**src/rtl/branch_redirect_ctrl_pkg.sv**
```systemverilog
// Shared definitions for the branch/jump redirect controller.
// Holds default widths, the register-index type, the x0 constant,
// the two FSM state encodings and a PC alignment helper.
package branch_redirect_ctrl_pkg;

    localparam int XLEN_DEF  = 32;
    localparam int CNT_W_DEF = 32;
    localparam int REG_W     = 5;

    typedef logic [REG_W-1:0] reg_idx_t;

    localparam reg_idx_t REG_X0 = '0;

    localparam logic [0:0] ST_IDLE = 1'b0;
    localparam logic [0:0] ST_PEND = 1'b1;

    // Instructions are 4-byte aligned; any set low bit is a misaligned target.
    function automatic logic pc_misaligned(input logic [1:0] pc_lsb);
        return pc_lsb != 2'b00;
    endfunction

endpackage

```
**src/rtl/branch_redirect_ctrl_if.sv**
```systemverilog
// Pipeline-side bundle for branch_redirect_ctrl.
// slave  : the controller (receives EX/ID/IF status, drives PC select,
//          stalls, flushes, misalign pulse and performance counters).
// master : the pipeline / testbench side.
interface branch_redirect_ctrl_if
    import branch_redirect_ctrl_pkg::*;
#(
    parameter int XLEN  = XLEN_DEF,
    parameter int CNT_W = CNT_W_DEF
) ();

    logic             ex_valid;
    logic             ex_is_branch;
    logic             ex_is_jal;
    logic             ex_is_jalr;
    logic             ex_cmp_res;
    logic [XLEN-1:0]  ex_target;
    logic             ex_mem_read;
    logic             ex_rd_wen;
    reg_idx_t         ex_rd;
    reg_idx_t         id_rs1;
    reg_idx_t         id_rs2;
    logic             id_use_rs1;
    logic             id_use_rs2;
    logic             if_ready;
    logic             mem_busy;

    logic             pc_sel;
    logic [XLEN-1:0]  redirect_pc;
    logic             stall_if;
    logic             stall_id;
    logic             flush_id;
    logic             flush_ex;
    logic             misalign;
    logic [CNT_W-1:0] br_cnt;
    logic [CNT_W-1:0] redir_cnt;

    modport slave (
        input  ex_valid, ex_is_branch, ex_is_jal, ex_is_jalr, ex_cmp_res,
               ex_target, ex_mem_read, ex_rd_wen, ex_rd,
               id_rs1, id_rs2, id_use_rs1, id_use_rs2, if_ready, mem_busy,
        output pc_sel, redirect_pc, stall_if, stall_id, flush_id, flush_ex,
               misalign, br_cnt, redir_cnt
    );

    modport master (
        output ex_valid, ex_is_branch, ex_is_jal, ex_is_jalr, ex_cmp_res,
               ex_target, ex_mem_read, ex_rd_wen, ex_rd,
               id_rs1, id_rs2, id_use_rs1, id_use_rs2, if_ready, mem_busy,
        input  pc_sel, redirect_pc, stall_if, stall_id, flush_id, flush_ex,
               misalign, br_cnt, redir_cnt
    );

endinterface

```
**src/rtl/branch_redirect_ctrl_hazard_detect.sv**
```systemverilog
// Load-use hazard detection (purely combinational).
// Ports: ex_mem_read_i, ex_rd_wen_i, ex_rd_i  - load in EX and its destination
//        id_rs1_i/id_rs2_i, id_use_rs1_i/id_use_rs2_i - ID source operands
//        ldu_o - ID instruction needs the load result that is not yet available
module branch_redirect_ctrl_hazard_detect
    import branch_redirect_ctrl_pkg::*;
(
    input  logic     ex_mem_read_i,
    input  logic     ex_rd_wen_i,
    input  reg_idx_t ex_rd_i,
    input  reg_idx_t id_rs1_i,
    input  reg_idx_t id_rs2_i,
    input  logic     id_use_rs1_i,
    input  logic     id_use_rs2_i,
    output logic     ldu_o
);

    logic rs1_hit;
    logic rs2_hit;

    assign rs1_hit = id_use_rs1_i && (id_rs1_i == ex_rd_i);
    assign rs2_hit = id_use_rs2_i && (id_rs2_i == ex_rd_i);

    // A load into x0 never produces a value anyone waits on.
    assign ldu_o = ex_mem_read_i && ex_rd_wen_i && (ex_rd_i != REG_X0)
                   && (rs1_hit || rs2_hit);

endmodule

```
**src/rtl/branch_redirect_ctrl.sv**
```systemverilog
// Branch/jump redirect and load-use hazard control for the 5-stage pipeline.
// Ports: clk, rst (sync, active-high), bus (branch_redirect_ctrl_if.slave).
// Resolves the EX taken decision, selects the redirect PC with zero cycle
// latency, holds the redirect while fetch is not ready, inserts load-use
// bubbles and counts resolved branches and taken redirects.
//
// state | meaning
// IDLE  | normal flow; redirect/bubble decided directly from EX/ID inputs
// PEND  | redirect issued but fetch not ready; keep driving pend_pc_q
module branch_redirect_ctrl
    import branch_redirect_ctrl_pkg::*;
#(
    parameter int XLEN  = XLEN_DEF,
    parameter int CNT_W = CNT_W_DEF
) (
    input  logic                  clk,
    input  logic                  rst,
    branch_redirect_ctrl_if.slave bus
);

    logic [0:0]       state_q, state_d;
    logic [XLEN-1:0]  pend_pc_q, pend_pc_d;
    logic [CNT_W-1:0] br_cnt_q, br_cnt_d;
    logic [CNT_W-1:0] redir_cnt_q, redir_cnt_d;

    logic take;
    logic ldu;

    logic            pc_sel;
    logic [XLEN-1:0] redirect_pc;
    logic            stall_if;
    logic            stall_id;
    logic            flush_id;
    logic            flush_ex;
    logic            misalign;

    assign take = bus.ex_valid
                  && ((bus.ex_is_branch && bus.ex_cmp_res) || bus.ex_is_jal || bus.ex_is_jalr);

    branch_redirect_ctrl_hazard_detect u_hazard_detect (
        .ex_mem_read_i (bus.ex_mem_read),
        .ex_rd_wen_i   (bus.ex_rd_wen),
        .ex_rd_i       (bus.ex_rd),
        .id_rs1_i      (bus.id_rs1),
        .id_rs2_i      (bus.id_rs2),
        .id_use_rs1_i  (bus.id_use_rs1),
        .id_use_rs2_i  (bus.id_use_rs2),
        .ldu_o         (ldu)
    );

    always_comb begin
        pc_sel      = 1'b0;
        redirect_pc = (state_q == ST_PEND) ? pend_pc_q : bus.ex_target;
        stall_if    = 1'b0;
        stall_id    = 1'b0;
        flush_id    = 1'b0;
        flush_ex    = 1'b0;
        misalign    = 1'b0;
        if (rst) begin
            flush_id = 1'b1;
            flush_ex = 1'b1;
        end else if (bus.mem_busy) begin
            // Whole pipe frozen; a pending redirect keeps its PC select.
            stall_if = 1'b1;
            stall_id = 1'b1;
            pc_sel   = (state_q == ST_PEND);
        end else if (take) begin
            // Take beats a load-use hit: the ID instruction is wrong-path.
            pc_sel      = 1'b1;
            redirect_pc = bus.ex_target;
            flush_id    = 1'b1;
            flush_ex    = (state_q == ST_IDLE);
            misalign    = pc_misaligned(bus.ex_target[1:0]);
        end else if (state_q == ST_PEND) begin
            pc_sel   = 1'b1;
            flush_id = 1'b1;
        end else if (ldu) begin
            stall_if = 1'b1;
            stall_id = 1'b1;
            flush_ex = 1'b1;
        end
    end

    always_comb begin
        state_d     = state_q;
        pend_pc_d   = pend_pc_q;
        br_cnt_d    = br_cnt_q;
        redir_cnt_d = redir_cnt_q;
        if (!bus.mem_busy) begin
            if (bus.ex_valid && bus.ex_is_branch) begin
                br_cnt_d = br_cnt_q + CNT_W'(1);
            end
            if (take) begin
                redir_cnt_d = redir_cnt_q + CNT_W'(1);
                if (bus.if_ready) begin
                    state_d = ST_IDLE;
                end else begin
                    state_d   = ST_PEND;
                    pend_pc_d = bus.ex_target;
                end
            end else if ((state_q == ST_PEND) && bus.if_ready) begin
                state_d = ST_IDLE;
            end
        end
    end

    always_ff @(posedge clk) begin
        if (rst) begin
            state_q     <= ST_IDLE;
            pend_pc_q   <= '0;
            br_cnt_q    <= '0;
            redir_cnt_q <= '0;
        end else begin
            state_q     <= state_d;
            pend_pc_q   <= pend_pc_d;
            br_cnt_q    <= br_cnt_d;
            redir_cnt_q <= redir_cnt_d;
        end
    end

    assign bus.pc_sel      = pc_sel;
    assign bus.redirect_pc = redirect_pc;
    assign bus.stall_if    = stall_if;
    assign bus.stall_id    = stall_id;
    assign bus.flush_id    = flush_id;
    assign bus.flush_ex    = flush_ex;
    assign bus.misalign    = misalign;
    assign bus.br_cnt      = br_cnt_q;
    assign bus.redir_cnt   = redir_cnt_q;

endmodule
```
**src/flat_wrapper.sv**
```systemverilog
// flat-port wrapper written by rule: the top's interface ports become plain ports
module branch_redirect_ctrl_flat import branch_redirect_ctrl_pkg::*;
#(
    parameter int XLEN  = XLEN_DEF,
    parameter int CNT_W = CNT_W_DEF
)
  (clk, rst, bus_ex_valid, bus_ex_is_branch, bus_ex_is_jal, bus_ex_is_jalr, bus_ex_cmp_res, bus_ex_target, bus_ex_mem_read, bus_ex_rd_wen, bus_ex_rd, bus_id_rs1, bus_id_rs2, bus_id_use_rs1, bus_id_use_rs2, bus_if_ready, bus_mem_busy, bus_pc_sel, bus_redirect_pc, bus_stall_if, bus_stall_id, bus_flush_id, bus_flush_ex, bus_misalign, bus_br_cnt, bus_redir_cnt);
  branch_redirect_ctrl_if #(.XLEN(XLEN), .CNT_W(CNT_W)) bus_i ();
  input  logic clk;
  input  logic rst;
  input wire logic [$bits(bus_i.ex_valid)-1:0] bus_ex_valid;
  input wire logic [$bits(bus_i.ex_is_branch)-1:0] bus_ex_is_branch;
  input wire logic [$bits(bus_i.ex_is_jal)-1:0] bus_ex_is_jal;
  input wire logic [$bits(bus_i.ex_is_jalr)-1:0] bus_ex_is_jalr;
  input wire logic [$bits(bus_i.ex_cmp_res)-1:0] bus_ex_cmp_res;
  input wire logic [$bits(bus_i.ex_target)-1:0] bus_ex_target;
  input wire logic [$bits(bus_i.ex_mem_read)-1:0] bus_ex_mem_read;
  input wire logic [$bits(bus_i.ex_rd_wen)-1:0] bus_ex_rd_wen;
  input wire logic [$bits(bus_i.ex_rd)-1:0] bus_ex_rd;
  input wire logic [$bits(bus_i.id_rs1)-1:0] bus_id_rs1;
  input wire logic [$bits(bus_i.id_rs2)-1:0] bus_id_rs2;
  input wire logic [$bits(bus_i.id_use_rs1)-1:0] bus_id_use_rs1;
  input wire logic [$bits(bus_i.id_use_rs2)-1:0] bus_id_use_rs2;
  input wire logic [$bits(bus_i.if_ready)-1:0] bus_if_ready;
  input wire logic [$bits(bus_i.mem_busy)-1:0] bus_mem_busy;
  output wire logic [$bits(bus_i.pc_sel)-1:0] bus_pc_sel;
  output wire logic [$bits(bus_i.redirect_pc)-1:0] bus_redirect_pc;
  output wire logic [$bits(bus_i.stall_if)-1:0] bus_stall_if;
  output wire logic [$bits(bus_i.stall_id)-1:0] bus_stall_id;
  output wire logic [$bits(bus_i.flush_id)-1:0] bus_flush_id;
  output wire logic [$bits(bus_i.flush_ex)-1:0] bus_flush_ex;
  output wire logic [$bits(bus_i.misalign)-1:0] bus_misalign;
  output wire logic [$bits(bus_i.br_cnt)-1:0] bus_br_cnt;
  output wire logic [$bits(bus_i.redir_cnt)-1:0] bus_redir_cnt;
  assign bus_i.ex_valid = bus_ex_valid;
  assign bus_i.ex_is_branch = bus_ex_is_branch;
  assign bus_i.ex_is_jal = bus_ex_is_jal;
  assign bus_i.ex_is_jalr = bus_ex_is_jalr;
  assign bus_i.ex_cmp_res = bus_ex_cmp_res;
  assign bus_i.ex_target = bus_ex_target;
  assign bus_i.ex_mem_read = bus_ex_mem_read;
  assign bus_i.ex_rd_wen = bus_ex_rd_wen;
  assign bus_i.ex_rd = bus_ex_rd;
  assign bus_i.id_rs1 = bus_id_rs1;
  assign bus_i.id_rs2 = bus_id_rs2;
  assign bus_i.id_use_rs1 = bus_id_use_rs1;
  assign bus_i.id_use_rs2 = bus_id_use_rs2;
  assign bus_i.if_ready = bus_if_ready;
  assign bus_i.mem_busy = bus_mem_busy;
  assign bus_pc_sel = bus_i.pc_sel;
  assign bus_redirect_pc = bus_i.redirect_pc;
  assign bus_stall_if = bus_i.stall_if;
  assign bus_stall_id = bus_i.stall_id;
  assign bus_flush_id = bus_i.flush_id;
  assign bus_flush_ex = bus_i.flush_ex;
  assign bus_misalign = bus_i.misalign;
  assign bus_br_cnt = bus_i.br_cnt;
  assign bus_redir_cnt = bus_i.redir_cnt;
  branch_redirect_ctrl #(.XLEN(XLEN), .CNT_W(CNT_W)) u_core (.clk(clk), .rst(rst), .bus(bus_i));
endmodule
```
**config.mk**
```make
export PLATFORM = sky130hd
export DESIGN_NAME = branch_redirect_ctrl_flat
export DESIGN_NICKNAME = d
export VERILOG_FILES = /design/src/rtl/branch_redirect_ctrl_pkg.sv /design/src/rtl/branch_redirect_ctrl_if.sv /design/src/rtl/branch_redirect_ctrl_hazard_detect.sv /design/src/rtl/branch_redirect_ctrl.sv /design/src/flat_wrapper.sv
export SDC_FILE = /design/constraint.sdc
export NUM_CORES = 1
export LEC_CHECK = 0
export CAP_MARGIN = 40
export CORE_UTILIZATION = 40
export CTS_CLUSTER_SIZE = 40
export DETAILED_ROUTE_END_ITERATION = 10
export GPL_ROUTABILITY_DRIVEN = 0
export GPL_TIMING_DRIVEN = 0
export PLACE_DENSITY = 0.79
export SETUP_SLACK_MARGIN = 0.3
export SYNTH_ARGS = -nofsm -noshare
export SYNTH_HDL_FRONTEND = slang
export SYNTH_SLANG_ARGS = --single-unit
```
**constraint.sdc**
```tcl
create_clock -name clk -period 2.37 [get_ports clk]
set_input_delay 0.3555 -clock clk [delete_from_list [all_inputs] [get_ports clk]]
set_output_delay 0.3555 -clock clk [all_outputs]
set_load 0.03 [all_outputs]
```
==> results.py, run 1 <==
metrics = {
    "route": {
        "routed_wl_mm": 15.1,
        "drc": 0,
        "vias": 5171,
        "drt_pass1_iterations": 5,
        "viasPerCell": 5.63,
        "ant_nets": 0,
        "post_drt_wl_per_cell_um": 16.5,
        "drt-initial-drc-count": 314,
    },
    "critical_path": {
        "cp-start-kind": "input pin",
        "path_common_cell": "buf_12",
        "worstPathArrival_ns": 1.74,
        "max_stage_delay_ns": 0.35,
        "worstPathRequired_ns": 2.01,
        "startpoint": "bus_ex_is_branch",
        "endpoint_kind": "primary output",
        "cp_slowest_cell": "a211o_4",
        "critical_path.max_fanout": 8,
        "r2r_start": "u_core.bus.br_cnt[1]$_SDFFE_PP0P_",
        "crit_type": "input pin to primary output",
        "crit_family": "buffers and inverters",
        "cp_num_buf_inv": 4,
        "crit_path_cell_trace": "buf_12 -> a211o_4 -> nand2_4 -> o21ai_4 -> buf_12 -> clkbuf_16 -> mux2_4 -> buf_6",
    },
    "yosys": {
        "synth_top_area_cell": "dfxtp_1",
        "synth_edf_count": 0,
        "async_reset_ff_frac": 0,
        "synth_top_cells_by_count": "dfxtp_1 (97), nand2_1 (90), a21oi_1 (64), mux2_2 (38), nor2_1 (32)",
        "syn_inst": 583,
        "synth_area_um2": 4910,
        "yosysWarnings": 0,
        "synth.distinct_cells": 50,
        "synthTopCellsByArea": "dfxtp_1 (40%), mux2_2 (8.7%), nand2_1 (6.9%)",
        "synth.yosys.seq_area_share": 0.396,
        "synth.avg_cell_area_um2": 8.42,
        "synth_top_area_frac": 0.396,
        "synth-seq-cells": 97,
        "synth_most_common_cell": "dfxtp_1",
        "synthFlopType": "dfxtp_1",
        "syn-num-nets": 645,
    },
    "layout": {
        "area_delta_synth_final_pct": 52.6,
        "antenna_cells": 0,
        "fin_cells": 919,
        "nNetsFinal": 830,
        "final_core_util": 0.626,
        "fillCellCount": 997,
        "drive_gt1_frac": 0.236,
    },
    "place": {
        "dp_slack_ns": -1.25,
        "port-buffer-count": 160,
        "dp_hpwl_mm": 10.6,
        "dp_cells": 890,
    },
    "global_routing": {
        "grt_pass1_vias": 4922,
        "grt_pass1_wl_mm": 23.7,
        "grt_overflow_total": 0,
        "grt_max_degree": 16,
        "grt.total_usage": 0.231,
        "antenna_found_initial": 0,
    },
    "timing": {
        "final_max_slew_viol_count": 0,
        "fin_crit_sh": 0.886,
        "skew_ns": 0.00660,
        "setup_ws_ns": 0.271,
        "hold_viol_final": 0,
        "whs_ns": 0.318,
        "finalCriticalPeriod_ns": 2.10,
        "setup_viol": 0,
        "rsz0062_at_grt": "yes",
        "relSlewSlack": 0.616,
        "worst_pin_slew_ns": 0.571,
        "fmax_ghz": 0.476,
    },
    "flow_run": {
        "cap_violations": 0,
    },
    "floorplan": {
        "rows": 40,
        "chipWidth_um": 113,
        "initial_core_util": 0.410,
        "die_h_um": 113,
        "die_area_um2": 12700,
        "boundaryPins": 162,
        "core_area_um2": 12000,
    },
    "power_and_ir_drop": {
        "p_int_w": 0.00276,
        "p_leak_nw": 2.78,
        "combPwrFrac": 0.164,
        "p_sw_w": 0.000955,
        "p_sw_frac": 0.257,
        "power.clock.fraction": 0.388,
        "ir_worst_vdd_v": 0.000265,
        "share_seq_of_total_power": 0.448,
        "p_per_area_nw_per_um2": 496,
    },
    "clock_tree": {
        "path_clk_slew_ns": 0.06,
        "cts_tree": "yes",
        "cts_buffers": 9,
        "clock-root-buffer": "clkbuf_16",
        "htreeDepth": 3,
        "clk-insertion-delay-late_ns": 0.34,
        "clockBufferDepth": 2,
        "cts.sinks": 97,
        "cts.hold.buffers_added": 0,
    },
    "worst_hold_path": {
        "hp-start": "bus_mem_busy",
        "hold_class": "input pin to flop",
    },
    "status": {
        "outcome": "completed",
    },
}
==> tightest hold or removal path: cells and delay by family <==
| family | cells | cell delay (ns) |
|---|---|---|
| AO/OA/AOI/OAI | 1 | 0.06 |
| buffers and inverters | 2 | 0.19 |
==> power groups by stage <==
stage	Clock, W	Sequential (W)	Combinational (W)
final	0.00144	0.00166	0.000611
after floorplan	0	0.00170	0.000262
after detailed placement	0	0.00170	0.000522
after global placement	0	0.00170	0.000515
after CTS	0.00146	0.00167	0.000576
after global routing	0.00153	0.00166	0.000644
==> stage by stage <==
step	TNS [ns]	total power, W	instance area (um^2)
finish	0	0.00372	7490
global placement	-62.79	0.00222	6720
CTS	0	0.00370	7270
global route	0	0.00384	7490
floorplan	0	0.00197	4930
detailed placement	-64.05	0.00222	6720
==> flip-flops by register name (all words and copies together) (netlist names) <==
| name | count |
|---|---|
| u_core.bus.redir_cnt | 32 |
| u_core.pend_pc_q | 32 |
| u_core.bus.br_cnt | 32 |
| u_core.state_q | 1 |
==> metal layers <==
| metal | track usage | vias to the layer above | wire length (um) |
|---|---|---|---|
| met1 | 0.287 | 2476 | 6560 |
| met4 | 0.0933 | 0 | 289 |
| met3 | 0.0391 | 23 | 894 |
| met5 | 0 | - | 0 |
| li1 | - | 2470 | - |
| met2 | 0.399 | 202 | 7400 |
==> layout make-up <==
cell class              instances  area (um^2)  share of cell area
plain buffers                  39          239              0.0319
clock buffers                  10          229              0.0306
clock inverters                 5         57.6             0.00769
inverters                      10         37.5             0.00501
multi-input cells             437         3020               0.403
flip-flops and latches         97         1970               0.263
well taps                     147          184              0.0246
repair buffers                174         1760               0.235
==> worst paths after layout <==
path	end	slack, ns	cells past startpoint
setup / recovery	bus_redirect_pc[4]	0.27	8
hold / removal	u_core.state_q$_SDFFE_PP0P_	0.32	3
setup reg to reg	u_core.bus.br_cnt[28]$_SDFFE_PP0P_	0.33	7
hold reg to reg	u_core.pend_pc_q[0]$_SDFFE_PP0P_	0.45	2
==> cells by family (layout without fill, tap and decap cells) <==
logic type,count (synthesis),in the layout,share of synthesized area
AND/OR/NAND/NOR,253,253,0.275
flip-flops,97,97,0.396
AO/OA/AOI/OAI,113,113,0.136
XOR/XNOR,27,27,0.0482
adder cells (fa/ha/maj),2,2,0.00510
multiplexers,42,42,0.0964
buffers and inverters,49,238,0.0433
==> placed cells by master (no fill, tap or decap), types with 4 or more instances in the layout <==
cell	instances
nor2b_1	9
inv_1	10
nor4_2	7
nor3_1	9
and2_1	5
or3_1	16
clkdlybuf4s50_1	101
xnor2_1	7
and4_1	9
clkbuf_4	5
xor2_1	19
dfxtp_4	4
buf_2	14
mux2_4	30
mux2_2	9
nand2_1	89
nand3_1	20
o21a_1	4
and3_1	6
nor2_1	32
nand4_1	14
buf_8	5
buf_4	13
dfxtp_1	85
clkbuf_2	7
clkbuf_1	16
a21oi_1	64
o31ai_1	15
o21ai_0	12
buf_6	39
clkbuf_16	10
or4_1	17
dfxtp_2	8
==> timing repair <==
action                                  CTS  global route
pin swaps                                13            16
gates resized for setup                 370            70
buffers inserted                          8             3
endpoints found under the setup margin  122            56
gates cloned                              2             1
Note: power is estimated with default switching activity, not from simulation.
==> run 2, diff against run 1 <==
Settings changed: CTS_CLUSTER_SIZE 40 to 12.
==> results of run 2 <==
No change in the layout: final DEF, timing and power equal those of run 1.
